--- src/rtl/mem_wb_pipe_buff.sv ---
// MEM/WB pipeline buffer: DEPTH falling-edge stages carrying writeback payload,
// with per-stage valid, flush, occupancy count and decode-stage hazard compare.
module mem_wb_pipe_buff #(
    parameter int unsigned WB_W   = 2,
    parameter int unsigned DATA_W = 32,
    parameter int unsigned ALU_W  = 16,
    parameter int unsigned REG_W  = 3,
    parameter int unsigned EPC_W  = 2,
    parameter int unsigned DEPTH  = 1
) (
    input  logic                         clk,
    input  logic                         rst,
    input  logic                         enable,
    input  logic                         flush,
    input  logic                         i_valid,
    input  logic [WB_W-1:0]              i_WB,
    input  logic [DATA_W-1:0]            i_MemData,
    input  logic [ALU_W-1:0]             i_alu,
    input  logic [REG_W-1:0]             i_Rdst,
    input  logic [DATA_W-1:0]            i_SP,
    input  logic [EPC_W-1:0]             i_changeEPC,
    input  logic [REG_W-1:0]             i_Rsrc1,
    input  logic [REG_W-1:0]             i_Rsrc2,
    output logic                         o_valid,
    output logic [WB_W-1:0]              o_WB,
    output logic [DATA_W-1:0]            o_MemData,
    output logic [ALU_W-1:0]             o_alu,
    output logic [REG_W-1:0]             o_Rdst,
    output logic [DATA_W-1:0]            o_SP,
    output logic [EPC_W-1:0]             o_changeEPC,
    output logic [$clog2(DEPTH+1)-1:0]   o_count,
    output logic                         o_hazard1,
    output logic                         o_hazard2
);

    localparam int unsigned CNT_W = $clog2(DEPTH + 1);

    typedef struct packed {
        logic              valid;
        logic [WB_W-1:0]   wb;
        logic [DATA_W-1:0] mem_data;
        logic [ALU_W-1:0]  alu;
        logic [REG_W-1:0]  rdst;
        logic [DATA_W-1:0] sp;
        logic [EPC_W-1:0]  change_epc;
    } stage_t;

    stage_t stage_q [DEPTH];
    stage_t stage_d [DEPTH];

    // Next-stage contents: flush squashes everything, enable shifts, else hold.
    always_comb begin
        stage_d = stage_q;
        if (flush) begin
            for (int k = 0; k < int'(DEPTH); k++) begin
                stage_d[k] = '0;
            end
        end else if (enable) begin
            for (int k = 1; k < int'(DEPTH); k++) begin
                stage_d[k] = stage_q[k-1];
            end
            // A bubble must never write back or touch EPC.
            stage_d[0] = '{
                valid:      i_valid,
                wb:         i_valid ? i_WB : '0,
                mem_data:   i_MemData,
                alu:        i_alu,
                rdst:       i_Rdst,
                sp:         i_SP,
                change_epc: i_valid ? i_changeEPC : '0
            };
        end
    end

    always_ff @(negedge clk) begin
        if (rst) begin
            for (int k = 0; k < int'(DEPTH); k++) begin
                stage_q[k] <= '0;
            end
        end else begin
            stage_q <= stage_d;
        end
    end

    assign o_valid     = stage_q[DEPTH-1].valid;
    assign o_WB        = stage_q[DEPTH-1].wb;
    assign o_MemData   = stage_q[DEPTH-1].mem_data;
    assign o_alu       = stage_q[DEPTH-1].alu;
    assign o_Rdst      = stage_q[DEPTH-1].rdst;
    assign o_SP        = stage_q[DEPTH-1].sp;
    assign o_changeEPC = stage_q[DEPTH-1].change_epc;

    // Occupancy and pending-write hazards across every stage, output included.
    always_comb begin
        o_count   = '0;
        o_hazard1 = 1'b0;
        o_hazard2 = 1'b0;
        for (int k = 0; k < int'(DEPTH); k++) begin
            o_count = o_count + CNT_W'(stage_q[k].valid);
            if (stage_q[k].valid && stage_q[k].wb[0]) begin
                if (stage_q[k].rdst == i_Rsrc1) o_hazard1 = 1'b1;
                if (stage_q[k].rdst == i_Rsrc2) o_hazard2 = 1'b1;
            end
        end
    end

endmodule

--- config.mk ---
export PLATFORM = sky130hd
export DESIGN_NAME = mem_wb_pipe_buff
export DESIGN_NICKNAME = d
export VERILOG_FILES = /design/src/rtl/mem_wb_pipe_buff.sv
export SDC_FILE = /design/constraint.sdc
export NUM_CORES = 1
export LEC_CHECK = 0
export ABC_AREA = 1
export BUFFER_PORTS_ARGS = -buffer_cell sky130_fd_sc_hd__buf_2
export CAP_MARGIN = 0
export CORE_UTILIZATION = 30
export CTS_BUF_LIST = sky130_fd_sc_hd__clkbuf_8
export CTS_CLUSTER_DIAMETER = 200
export DETAILED_ROUTE_END_ITERATION = 12
export PLACE_DENSITY_LB_ADDON = 0.1
export SLEW_MARGIN = 30
export SYNTH_ARGS = -nofsm -noshare
export SYNTH_HDL_FRONTEND = slang
export SYNTH_SLANG_ARGS = --single-unit
--- constraint.sdc ---
create_clock -name clk -period 1.3 [get_ports clk]
set_input_delay 0.195 -clock clk [delete_from_list [all_inputs] [get_ports clk]]
set_output_delay 0.195 -clock clk [all_outputs]
set_load 0.02 [all_outputs]
# Word-level counts from Yosys, hierarchy flattened

Index checks and enable logic that the tools add are counted.

Register bits after elaboration: 88
Word-level logic and storage cells: 17
Output and inout bits: 91

Equal/unequal tests: 2
Reductions and logical operators: 2
Mux-type cells: 6

Operator list:

| kind              | count |
|---|---|
| $eq 3x3->1        | 2 |
| $mux 1            | 4 |
| $mux 2            | 2 |
| $reduce_or 2->1   | 1 |
| $logic_and 1x1->1 | 1 |

# Logic depth before layout (Yosys ltp)

Gate-level depths: netlist of the first run.

Depth in word-level cells: 3
Mapped depth: 5
Mapped depth without buffers: 5

==> flow_summary.toml, run 1 <==
[routing]
ant_nets = 0
vias_per_cell = 4.38
drt_first_pass_iters = 4
drtIter0Drc = 154
drc = 0
routed-via-count = 3849
drt_wl_total_um = 10700
routedWlPerCell_um = 12.2

[cts]
clk_pin_slew_ns = 0.03
cts_buffers = 9
ctsRootBufferMaster = "clkbuf_8"
cts_sinks = 88
htreeDepth = 3
insertion_delay_ns = 0.39
clk_path_buf_depth = 2
cts_tree = "done"
cts_hold_buf = 0

[timing]
worst_pin_slew_ns = 0.214
drv_slew = 0
fin_skew_ns = 0
tns_ns = -36.29
setup_slack_ns = -0.759
setup_viol = 91
holdWs_ns = 0.464
hold_viol = 0
rsz0062_at_grt = "true"
slew_headroom_pct = 85.7

[synthesis]
ys_ff_latch = 88
yosysSeqAreaShare_pct = 54.5
synth_fp_nets = 513
avgSynthCellArea_um2 = 7.79
syn-cell-area_um2 = 3230
ys_warn_count = 0
synth_largest_area_cell = "dfxtp_1"
synth_top_area_share_pct = 54.5
yosys.cell_types.count = 13
synth.top_cells.by_area = "dfxtp_1 54%, nand2_1 22%, a21oi_1 11%"
synthCells = 415

[power]
ir_worst_vdd_mv = 0.507
leakage_nw = 3.09
p_per_area_nw_per_um2 = 1060

[global_routing]
grt_max_degree = 42
grt_pass1_vias = 3895
grt_overflow = 0
grtUsageTotal_pct = 18.1
grt_antenna_before_repair = 0
grt_pass1_wl_um = 16400

[status]
status = "complete, but fails checks"
violations = "setup timing"

[finish]
layout.nets = 836
area_delta_synth_final_pct = 91.8
drive_gt1_share_pct = 57.6
layout_commonest_cell = "nand2_1"
antennaDiodeCount = 0
finalNonFillerCells = 879
final_cell_mix = "188 x nand2_1, 96 x buf_2, 95 x inv_1, 95 x buf_6, 84 x dfxtp_2"

[floorplanning]
io_pins = 189
die_h_um = 106
core_area_um2 = 10400
die_area_um2 = 11200
initial_core_util_pct = 31.2
fp-row-count = 37
die_x_um = 106

[critical_path]
crit_path_max_incr_delay_ns = 0.36
cp.buffers_inverters = 2
arrival_ns = 1.86
critical_path_required_ns = 1.11
crit_path_end_kind = "primary output"
slowest_stage = "dfxtp_4"
critPathMaxFanout = 4
crit_family = "flip-flops"
crit_path_cell_trace = "inv_2 -> a21oi_2 -> nand2_2 -> nor2_4 -> buf_6"
cp-start-kind = "flip-flop"
path_class = "flip-flop to primary output"

[placed_design]
gp_congestion = 0.772
dp.cells = 740
port_buffers = 188
dpl.hpwl_um = 6470

[run]
cap_violations = 0

[hold_path]
hp-class = "flip-flop to flip-flop"
-- area by class of cell --
type,count,area [um^2]
tap,136,170
clock inverter,95,373
multi-input combinational,286,1450
timing repair buffer,254,2160
fill,962,4170
inverter,11,43.8
clock buffer,9,124
sequential,88,1880
-- kinds of logic (layout without fill, tap and decap cells) --
logic type	after synthesis	count (layout)	share of synthesized area, %
AOI/OAI and AO/OA	90	90	16.3
buffers and inverters	41	369	6.35
DFF	88	88	54.5
and+or+nand+nor	196	196	22.9
-- worst paths after layout --
path / from / endpoint / slack [ns] / cells after the start
max reg2reg: o_SP[29] / o_SP[29] / 0.49 / 4
max: o_Rdst[1] / o_hazard1 / -0.76 / 5
min: o_WB[1] / o_WB[1] / 0.46 / 2
min reg2reg: o_WB[1] / o_WB[1] / 0.46 / 2
-- tightest hold or removal path: stages, from the launching register on --
cell and delay, ns:
dfxtp_2 0.31, nand2_1 0.05, a21oi_1 0.05
-- through the flow --
step | cell area, um^2 | utilization [%] | power, mW | setup slack [ns]
CTS | 5950 | 57.4 | 6.67 | -0.783
detailed placement | 4680 | 45.1 | 4.06 | -0.408
floorplan | 3490 | - | 3.73 | -0.329
global route | 6200 | 59.8 | 7.16 | -0.837
finish | 6200 | 59.8 | 6.60 | -0.759
global placement | 4680 | 45.1 | 4.05 | -0.376
-- cells in the mapped netlist (all sizes together) --
| cell type | instances |
|---|---|
| nand3 | 2 |
| dfxtp | 88 |
| clkbuf | 12 |
| nor2 | 2 |
| inv | 12 |
| buf | 17 |
| a21oi | 90 |
| nand2 | 191 |
| or2 | 1 |
-- where the power goes --
part	internal, mW	switching, mW
Sequential	2.81	0.0626
Clock	1.05	1.74
Combinational	0.472	0.470
Total	4.33	2.27
-- registers in the layout (all words and copies together), names as in the netlist --
name,count
o_Rdst,3
o_MemData,32
o_SP,32
o_alu,16
o_valid,1
o_changeEPC,2
o_WB,2
-- metal layers --
metal	global-route usage (%)	vias up	wire length (um)
li1	-	1957	-
met1	19.3	1746	4670
met2	29.5	132	5240
met3	8.16	14	680
met4	10.7	0	153
met5	0	-	0
-- timing repair --
action | 4_1_cts | 5_1_grt
setup buffers | 10 | 24
pin swaps | 5 | 1
gates cloned | 0 | 2
setup endpoints to repair | 91 | 98
gates resized for setup | 275 | 7
Note: power is estimated with default switching activity, not from simulation.
==> run 2, diff against run 1 <==
Settings changed: ABC_AREA 1 to unset, SETUP_SLACK_MARGIN set to 0.4.
==> run 2 against run 1 <==
- clock-buffer cell count unchanged
- critical endpoint unchanged
- flip-flop and latch count stayed put
- register-to-register slack worse by 0.06 ns
- the flow still finishes with violations (setup timing)
==> flow_summary.toml, run 2 <==
[status]
status = "complete, but fails checks"
violations = "setup timing"

[floorplanning]
initial_core_util_pct = 31.1
die_x_um = 105
fp-row-count = 37
die_area_um2 = 11100
die_h_um = 105
core_area_um2 = 10300
io_pins = 189

[synthesis]
ys_ff_latch = 88
ys.flop_type = "dfxtp_1"
synth_fa_ha_area_share_pct = 0
yosys.cell_types.count = 15
avgSynthCellArea_um2 = 10.7
synth-xor-area-share_pct = 1.64
synth_top_family_by_area = "multiplexers"
synthMuxAreaShare_pct = 26.2
synth_edf_count = 0
synth_common_cells = "88 x dfxtp_1, 84 x mux2i_1, 84 x nor2_1"
synth.top_cells.by_area = "dfxtp_1 55%, mux2i_1 26%, nor2_1 9.8%"
synth_top_area_share_pct = 54.9
synth_largest_area_cell = "dfxtp_1"
synthCells = 300
yosysSeqAreaShare_pct = 54.9
synth_simple_gate_area_share_pct = 11.9
synth_fp_nets = 398
async_flop_share_pct = 0
synth_compound_area_share_pct = 0.624
syn-cell-area_um2 = 3210
ys_warn_count = 0
yosysMostFrequentCell = "dfxtp_1"

[global_routing]
grt-busiest-layer = "met2"
grtUsageTotal_pct = 20.5
gr-usage-met2_pct = 35.6
grt_pass1_wl_um = 17700
use_met1_pct = 20.1
grt_overflow = 0
grt_pass1_vias = 3693
grt_max_degree = 16
met3_usage_pct = 9.34
grt_antenna_before_repair = 2

[finish]
fin_util_pct = 70.7
area_delta_synth_final_pct = 128
nFillCells = 745
register_area_um2 = 2090
final_cell_mix = "96 x buf_6, 94 x buf_2, 89 x inv_1, 88 x dfxtp_4, 68 x nor2_4"
multiInputGateArea_um2 = 2080
layout_commonest_cell = "buf_6"
layout.nets = 712
drive_gt1_share_pct = 71.6

[critical_path]
arrival_ns = 1.99
worstReg2RegEnd = "o_Rdst[0]"
critical_path_required_ns = 1.11
r2r_slack_ns = 0.43
critPathMaxFanout = 3
cp-start-kind = "flip-flop"
path_class = "flip-flop to primary output"
rr_worst_depth = 3
crit_path_end_kind = "primary output"
rr_startpoint = "o_Rdst[0]"

[cts]
cts_buffers = 9
cts_sinks = 88
clk_pin_slew_ns = 0.03
cts_tree = "done"
htreeDepth = 3
insertion_delay_ns = 0.40
ctsRootBufferMaster = "clkbuf_8"
clk_path_buf_depth = 2

[routing]
ant_nets = 0
drt_wl_total_um = 11300
vias_per_cell = 4.41
drc = 0
routed-via-count = 3327
drtIter0Drc = 70
drt_first_pass_iters = 4
routedWlPerCell_um = 14.9

[timing]
hold_viol = 0
rsz0062_at_grt = "true"
fin_skew_ns = 0
slew_headroom_pct = 79.9
setup_viol = 119
worst_pin_slew_ns = 0.293
tns_ns = -37.84
setup_slack_ns = -0.884
drv_slew = 0

[placed_design]
dpl.hpwl_um = 6070
port_buffers = 188
gp_congestion = 0.717

[power]
switching_share_pct = 33.0
seqPwrFrac_pct = 38.0
ir_worst_vdd_mv = 0.645
power.total_mw = 7.25
p_per_area_nw_per_um2 = 993
p_int_mw = 4.85
switchingPower_mw = 2.39
leakage_nw = 3.42
combPwrFrac_pct = 19.2
pwr-share-clk_pct = 42.9

[hold_path]
min_from = "o_changeEPC[0]"
whs_path_depth = 2
hold_path_end = "o_changeEPC[0]"
hp-class = "flip-flop to flip-flop"

[run]
cap_violations = 0
run 2: kinds of logic (layout without fill, tap and decap cells):
family	count (synthesis)	after routing
xor+xnor	6	6
simple gates	96	97
compound gates	4	4
buf+inv	22	338
mux	84	84
flops	88	88
other cells	0	1
run 2: power groups by stage:
stage | sequential, mW | combinational [mW] | clock [mW]
floorplan | 2.88 | 0.364 | 0.408
global placement | 2.76 | 0.754 | 0.408
detailed placement | 2.76 | 0.764 | 0.408
CTS | 2.75 | 1.26 | 3.26
global route | 2.75 | 1.47 | 3.67
finish | 2.75 | 1.39 | 3.11
run 2: critical path, cell delays in order (launching register included):
cell and delay, ns:
dfxtp_4 0.35, xor2_2 0.15, nor4_4 0.27, buf_4 0.18
run 2: routing by layer:
| metal | share of wire, % | routed length, um | vias up |
|---|---|---|---|
| met1 | 38 | 4240 | 1556 |
| met2 | 55 | 6150 | 122 |
| met3 | 6.2 | 704 | 18 |
| li1 | - | - | 1629 |
| met5 | 0.098 | 11 | - |
| met4 | 1.5 | 167 | 2 |
run 2: timing repair:
item	in CTS	in global routing
pin swaps	4	4
hold buffers	0	0
resized for setup	302	83
setup buffers	6	13
cloned	17	0
endpoints found under the setup margin	179	179
run 2: through the flow:
step	area, um^2	instances	hold WS, ns	setup WS, ns
2_1_floorplan	3710	300	0.513	-0.476
3_3_place_gp	4780	616	0.481	-0.503
3_5_place_dp	4780	616	0.486	-0.522
4_1_cts	6890	740	0.498	-0.915
5_1_grt	7300	754	0.515	-0.969
6_report	7300	754	0.496	-0.884
run 2: worst max-delay path by stage:
stage | depth (start not counted) | startpoint | slack, ns | end
5_1_grt | 3 | o_Rdst[0] | -0.97 | o_hazard2
2_1_floorplan | 2 | o_Rdst[0] | -0.48 | o_hazard1
3_5_place_dp | 3 | o_Rdst[2] | -0.52 | o_hazard1
3_3_place_gp | 3 | o_Rdst[2] | -0.50 | o_hazard1
6_report | 3 | o_Rdst[0] | -0.88 | o_hazard1
4_1_cts | 3 | o_Rdst[0] | -0.92 | o_hazard1
run 2: final cells by class:
class	count	area share, %
Timing Repair Buffer	236	33.1
Sequential cell	88	28.7
Multi-Input combinational cell	191	28.5
Clock inverter	93	5.60
Tap cell	136	2.33
Clock buffer	9	1.70
Antenna cell	1	0.0343
==> run 3, diff against run 2 <==
Settings changed: RECOVER_POWER set to 25.
==> run 3 against run 2 <==
- the run still ends with setup timing left
- clock-buffer cell count unchanged
- register-to-register slack is essentially flat
- global-route usage did not move
- critical path depth is the same
- non-clock buffer count stayed put
- utilization decreased by 0.98 points
- via count is 0.18% higher
- die area stayed put
- clock power hardly changed
- critical endpoint unchanged
==> flow_summary.toml, run 3 (synthesized netlist as in run 2, its figures left out) <==
[timing]
fin_skew_ns = 0
tns_ns = -37.94
rsz0062_at_grt = "true"
drv_slew = 0
worst_pin_slew_ns = 0.293
slew_headroom_pct = 79.9
hold_viol = 0
setup_slack_ns = -0.884
setup_viol = 120

[placed_design]
place_area_um2 = 4780
dpl.hpwl_um = 6070
port_buffers = 188
gp_congestion = 0.717
dp.cells = 616

[routing]
drtIter0Drc = 76
routedWlPerCell_um = 15.0
vias_per_cell = 4.42
routed-via-count = 3333
drt_wl_total_um = 11300
ant_nets = 0
drt_first_pass_iters = 4
drc = 0

[global_routing]
grt_overflow = 0
grt_pass1_wl_um = 17700
grt_max_degree = 16
grt_antenna_before_repair = 2
grtUsageTotal_pct = 20.5
grt_pass1_vias = 3693

[finish]
finalNonFillerCells = 754
area_delta_synth_final_pct = 124
final_cell_mix = "97 x buf_6, 94 x buf_2, 89 x inv_1, 88 x dfxtp_4, 67 x nor2_4"
layout.nets = 712
layout_commonest_cell = "buf_6"
final_area_um2 = 7200
drive_gt1_share_pct = 71.3

[status]
violations = "setup timing"
status = "complete, but fails checks"

[critical_path]
slowest_stage = "dfxtp_4"
cp.buffers_inverters = 1
crit_path_end_kind = "primary output"
arrival_ns = 1.99
critPathMaxFanout = 3
crit_family = "flip-flops"
crit_path_max_incr_delay_ns = 0.35
path_class = "flip-flop to primary output"
cp-start-kind = "flip-flop"
crit_path_cell_trace = "xor2_2 -> nor4_4 -> buf_4"
critical_path_required_ns = 1.11

[power]
leakage_nw = 3.37
p_per_area_nw_per_um2 = 1000
ir_worst_vdd_mv = 0.644

[cts]
insertion_delay_ns = 0.40
cts_sinks = 88
cts_hold_buf = 0
htreeDepth = 3
cts_buffers = 9
cts_tree = "done"
clk_path_buf_depth = 2
clk_pin_slew_ns = 0.03
ctsRootBufferMaster = "clkbuf_8"

[floorplanning]
die_area_um2 = 11100
die_x_um = 105
io_pins = 189
die_h_um = 105
fp-row-count = 37
core_area_um2 = 10300
initial_core_util_pct = 31.1

[run]
cap_violations = 0

[hold_path]
hp-class = "flip-flop to flip-flop"
==> run 3: changes by cell type in the layout (fill, tap and decap cells not counted), sizes merged <==
cell	change
clkbuf	+4
buf	-4
==> run 3: power breakdown <==
group	switching, mW	internal [mW]	total, mW	leakage [nW]
registers	0.0659	2.68	2.75	0.783
logic	0.629	0.721	1.35	2.02
clock network	1.70	1.42	3.12	0.576
total	2.39	4.82	7.22	3.37
==> run 3: final cells by class <==
class	count	area, um^2
antenna	1	2.50
multi-input combinational	191	2080
clock inverter	93	409
clock buffer	9	124
fill	760	3120
sequential	88	2090
timing repair buffer	236	2330
tap	136	170
==> run 3: final timing paths <==
path         slack, ns           start  depth (start not counted)             end
max              -0.88       o_Rdst[0]                          3       o_hazard1
min               0.50  o_changeEPC[0]                          2  o_changeEPC[0]
max reg2reg       0.43       o_Rdst[0]                          3       o_Rdst[0]
min reg2reg       0.50  o_changeEPC[0]                          2  o_changeEPC[0]
==> run 3: metal layers <==
metal	global-route usage, %	wire (um)
met5	0	11
met4	11.9	186
met3	9.34	714
met2	35.6	6140
met1	20.1	4270
==> run 3: stage by stage <==
stage                     utilization [%]  hold slack, ns  setup WS (ns)  power (mW)
final                                69.7           0.496         -0.884        7.22
after global routing                 69.7           0.515         -0.969        7.85
after CTS                            66.7           0.498         -0.915        7.27
after detailed placement             46.3           0.486         -0.522        3.94
after global placement               46.3           0.481         -0.503        3.92
after floorplan                         -           0.513         -0.476        3.65
==> run 3: repair_timing <==
action / CTS / global route
pin swaps: 4 / 4
gates cloned: 17 / 0
resized for setup: 302 / 83
setup endpoints to repair: 179 / 179
setup buffers: 6 / 13
==> run 3: worst register-to-register path, cell delays in order (launching register included) <==
cell and delay, ns:
dfxtp_4 0.35, buf_4 0.14, mux2i_1 0.21, nor2_4 0.06
